<file path="src/rtl/seg_scan_driver.sv">
// Four-digit multiplexed seven-segment driver.
// Scans one digit every REFRESH_DIV cycles, shows a frame-consistent snapshot of the
// BCD inputs, and optionally blanks leading zeros. All outputs are registered.
module seg_scan_driver #(
    parameter int unsigned REFRESH_DIV      = 50000,
    parameter bit          ANODE_ACTIVE_LOW = 1'b1,
    parameter bit          SEG_ACTIVE_LOW   = 1'b1,
    parameter bit          BLANK_LZ         = 1'b1
) (
    input  logic       clk,
    input  logic       rst,
    input  logic [3:0] d1,
    input  logic [3:0] d2,
    input  logic [3:0] d3,
    input  logic [3:0] d4,
    output logic [3:0] an,
    output logic [6:0] seg,
    output logic       dp,
    output logic       frame_tick
);

    localparam int unsigned PW = (REFRESH_DIV > 1) ? $clog2(REFRESH_DIV) : 1;

    logic [PW-1:0] r_presc;
    logic [1:0]    r_idx;
    logic [15:0]   r_snap;
    logic          r_tick;
    logic [3:0]    r_an;
    logic [6:0]    r_seg;

    logic          w_step;
    logic [3:0]    w_digit;
    logic          w_blank;
    logic [6:0]    w_lit;
    logic [6:0]    w_shown;
    logic [3:0]    w_onehot;

    assign w_step   = (r_presc == PW'(REFRESH_DIV - 1));
    assign w_onehot = 4'(1) << r_idx;

    // Select the scanned digit and decide whether it is a leading zero.
    always_comb begin
        w_digit = 4'd0;
        w_blank = 1'b0;
        case (r_idx)
            2'd0: w_digit = r_snap[3:0];
            2'd1: begin
                w_digit = r_snap[7:4];
                w_blank = BLANK_LZ && (r_snap[15:4] == 12'd0);
            end
            2'd2: begin
                w_digit = r_snap[11:8];
                w_blank = BLANK_LZ && (r_snap[15:8] == 8'd0);
            end
            default: begin
                w_digit = r_snap[15:12];
                w_blank = BLANK_LZ && (r_snap[15:12] == 4'd0);
            end
        endcase
    end

    // BCD to lit-segment mask, bit 0 = a ... bit 6 = g; invalid codes give a dash.
    always_comb begin
        w_lit = 7'b1000000;
        case (w_digit)
            4'd0:    w_lit = 7'b0111111;
            4'd1:    w_lit = 7'b0000110;
            4'd2:    w_lit = 7'b1011011;
            4'd3:    w_lit = 7'b1001111;
            4'd4:    w_lit = 7'b1100110;
            4'd5:    w_lit = 7'b1101101;
            4'd6:    w_lit = 7'b1111101;
            4'd7:    w_lit = 7'b0000111;
            4'd8:    w_lit = 7'b1111111;
            4'd9:    w_lit = 7'b1101111;
            default: w_lit = 7'b1000000;
        endcase
        w_shown = w_blank ? 7'd0 : w_lit;
    end

    // Prescaler, digit index, frame snapshot and capture pulse.
    always_ff @(posedge clk) begin
        if (rst) begin
            r_presc <= '0;
            r_idx   <= 2'd0;
            r_snap  <= 16'd0;
            r_tick  <= 1'b0;
        end else begin
            r_presc <= w_step ? '0 : r_presc + PW'(1);
            r_tick  <= w_step && (r_idx == 2'd3);
            if (w_step) begin
                r_idx <= r_idx + 2'd1;
                if (r_idx == 2'd3) begin
                    r_snap <= {d4, d3, d2, d1};
                end
            end
        end
    end

    // Output registers, one cycle behind index/snapshot; polarity applied last.
    always_ff @(posedge clk) begin
        if (rst) begin
            r_an  <= {4{ANODE_ACTIVE_LOW}};
            r_seg <= {7{SEG_ACTIVE_LOW}};
        end else begin
            r_an  <= w_onehot ^ {4{ANODE_ACTIVE_LOW}};
            r_seg <= w_shown ^ {7{SEG_ACTIVE_LOW}};
        end
    end

    assign an         = r_an;
    assign seg        = r_seg;
    assign frame_tick = r_tick;
    assign dp         = SEG_ACTIVE_LOW;

endmodule

</file>
<file path="config.mk">
export PLATFORM = sky130hd
export DESIGN_NAME = seg_scan_driver
export DESIGN_NICKNAME = d
export VERILOG_FILES = /design/src/rtl/seg_scan_driver.sv
export SDC_FILE = /design/constraint.sdc
export NUM_CORES = 1
export LEC_CHECK = 0
export ABC_AREA = 1
export CORE_ASPECT_RATIO = 0.6
export CORE_MARGIN = 2
export CORE_UTILIZATION = 40
export CTS_CLUSTER_DIAMETER = 40
export CTS_CLUSTER_SIZE = 28
export DETAILED_ROUTE_END_ITERATION = 16
export PLACE_DENSITY = 0.59
export SLEW_MARGIN = 40
export SYNTH_ARGS = -nofsm -noshare
export SYNTH_HDL_FRONTEND = slang
export SYNTH_SLANG_ARGS = --single-unit
</file>
<file path="constraint.sdc">
create_clock -name clk -period 4.79 [get_ports clk]
set_clock_uncertainty 0.2 [all_clocks]
set_input_delay 1.1975 -clock clk [delete_from_list [all_inputs] [get_ports clk]]
set_output_delay 1.1975 -clock clk [all_outputs]
set_load 0.01 [all_outputs]
</file>
==> results.json <==
{
  "status": "complete, no violations",
  "synth_seq_cells": 46,
  "setup.worst_path.start_class": "flip-flop",
  "power_density_nw_per_um2": 258.2,
  "syn_area_per_cell_um2": 7.005,
  "grt_pass1_vias": 1691,
  "dr.first_iter.drc_count": 148,
  "synth.area.top_cells": "dfxtp_1 (40%), nand2_1 (13%), inv_1 (9.0%)",
  "fp-row-count": 21,
  "path_class": "flip-flop to output pin",
  "synth_top_area_cell": "dfxtp_1",
  "grt_use_total_pct": 15.83,
  "gp_congestion": 0.8438,
  "place_hpwl_mm": 3.465,
  "path_clk_slew_ns": 0.08,
  "ioPinCount": 31,
  "diodes": 0,
  "h-tree-depth": 2,
  "final_common_cell": "nand2_1",
  "postSynthCellCount": 329,
  "grt_pass1_wl_mm": 8.004,
  "cp.required_ns": 3.39,
  "post_drt_wl_per_cell_um": 10.78,
  "p_clk_share_pct": 39.9,
  "peakVddDrop_mv": 0.1041,
  "dpl_cell_area_um2": 2646,
  "path_max_fanout": 1,
  "layout_common_cells": "nand2_1 (79), inv_1 (55), dfxtp_1 (46)",
  "ctsHoldBuffers": 0,
  "initial_core_util_pct": 41.37,
  "crit_chain": "clkdlybuf4s50_1",
  "min_period_ns": 2.535,
  "hold_ws_ns": 0.2483,
  "final_layout_size_suffix_gt1_share_pct": 4.722,
  "port-buffer-count": 29,
  "drc": 0,
  "dr.pass1.iters": 4,
  "dieArea_um2": 6405,
  "synthToLayoutAreaGrowth_pct": 19.44,
  "grt_antenna_before_repair": 0,
  "drt-total-wl_mm": 4.745,
  "hold_viol": 0,
  "grt_max_degree": 33,
  "die_h_um": 62.80,
  "cp-end-kind": "output pin",
  "core_um2": 5570,
  "vias": 2031,
  "synth_cell_types": 28,
  "fin_area_um2": 2753,
  "cts-root-buf": "clkbuf_8",
  "worst_ep_arrival_time_ns": 1.14,
  "tns_ns": 0,
  "cpMaxStageDelayCell": "clkdlybuf4s50_1",
  "final_antenna_net_count": 0,
  "cap_violations": 0,
  "swShare_pct": 20.37,
  "critPathBufInv": 1,
  "synth_area_um2": 2305,
  "post-route-period-util_pct": 52.92,
  "rsz0062_at_grt": "false",
  "fmax_mhz": 394.5,
  "worstMarginPinSlew_ns": 0.5761,
  "grt_overflow": 0,
  "post_cts_buffers": 0,
  "clock_latency_ns": 0.30,
  "clkSinkCount": 46,
  "p_switching_uw": 144.8,
  "setup_viol": 0,
  "cts_inserted_buffers": 5,
  "maxSlewViolCount": 0,
  "clk_path_buf_depth": 2,
  "cp_slowest_stage_delay_ns": 0.53,
  "layout.cells.non_filler": 440,
  "ys_warn_count": 0,
  "p_leak_nw": 1.169,
  "synth_top_area_share_pct": 39.96,
  "viasPerCell": 4.616,
  "place_inst": 432,
  "cp_top_family": "buffers and inverters",
  "p_int_uw": 566.0,
  "layout.nets": 388,
  "fp.dieW_um": 102.0,
  "synth_nets": 358,
  "tritoncts": "built",
  "hp-class": "flip-flop to flip-flop",
  "comb_power_share_pct": 5.3,
  "ys_seq_area_share_pct": 39.96,
  "p_seq_share_pct": 54.8,
  "maxSlewHeadroom_pct": 61.59,
  "postCtsResizedCells": 0
}
==> Yosys cell counts <==
library cell / count
clkbuf_1: 2
dfxtp_1: 46
o21ai_0: 4
or2_2: 2
nand2_1: 79
o211ai_1: 1
nand4_1: 12
nor3_4: 1
nand4_4: 1
clkinv_1: 1
nand3_2: 1
conb_1: 1
nand3b_1: 5
nor2_1: 39
o21ai_1: 17
nor2_4: 1
inv_1: 55
a21oi_1: 17
o22ai_1: 1
nor3_1: 4
nand3_1: 17
nor2_2: 1
buf_6: 3
xor2_1: 2
buf_4: 2
nand2_2: 2
ha_1: 11
inv_2: 1
==> flip-flops by register name, summed over array words and instances (netlist names) <==
| register | flops |
|---|---|
| an | 4 |
| frame_tick | 1 |
| r_idx | 2 |
| r_presc | 16 |
| r_snap | 16 |
| seg | 7 |
==> cell families after synthesis <==
group | Yosys count | share of synthesized area [%]
adders and majority gates | 11 | 5.972
DFF | 46 | 39.96
and+or+nand+nor | 165 | 32.57
other | 1 | 0.1627
AOI/OAI and AO/OA | 40 | 8.849
buffers and inverters | 64 | 11.73
xor gates and xnor gates | 2 | 0.7602
==> layer usage <==
| layer | GRT usage (%) | wire length (um) |
|---|---|---|
| met3 | 4.027 | 290 |
| met1 | 26.04 | 2734 |
| met5 | 0 | 0 |
| met2 | 19.49 | 1705 |
| met4 | 4.500 | 14 |
==> layout make-up <==
cell class / count / area [um^2]
multi-input combinational: 219 / 1114
inverter: 57 / 214.0
clock inverter: 1 / 30.03
clock buffer: 7 / 76.32
tap: 80 / 100.1
timing repair buffer: 30 / 297.8
fill: 566 / 2818
sequential: 46 / 920.9
==> final timing paths <==
kind	from	end	slack (ns)	cells past startpoint
setup / recovery	seg[4]	seg[4]	2.26	1
hold / removal	r_presc[0]	r_presc[0]	0.25	1
setup reg to reg	r_idx[0]	seg[3]	2.35	10
hold reg to reg	r_presc[0]	r_presc[0]	0.25	1
==> power by group through the flow <==
stage          Clock [mW]  Sequential (mW)  Combinational (mW)
4_1_cts             0.294            0.390              0.0380
3_5_place_dp            0            0.399              0.0379
2_1_floorplan           0            0.400              0.0140
3_3_place_gp            0            0.398              0.0380
6_report            0.284            0.389              0.0375
5_1_grt             0.311            0.390              0.0412
==> per-stage QoR <==
| stage | util (%) | power, mW | setup WS [ns] |
|---|---|---|---|
| global route | 49.42 | 0.7429 | 2.096 |
| finish | 49.42 | 0.7109 | 2.255 |
| floorplan | - | 0.4140 | 2.691 |
| global placement | 47.51 | 0.4364 | 2.093 |
| detailed placement | 47.51 | 0.4365 | 2.067 |
| CTS | 49.42 | 0.7213 | 2.238 |
(Power assumes the default switching activity.)
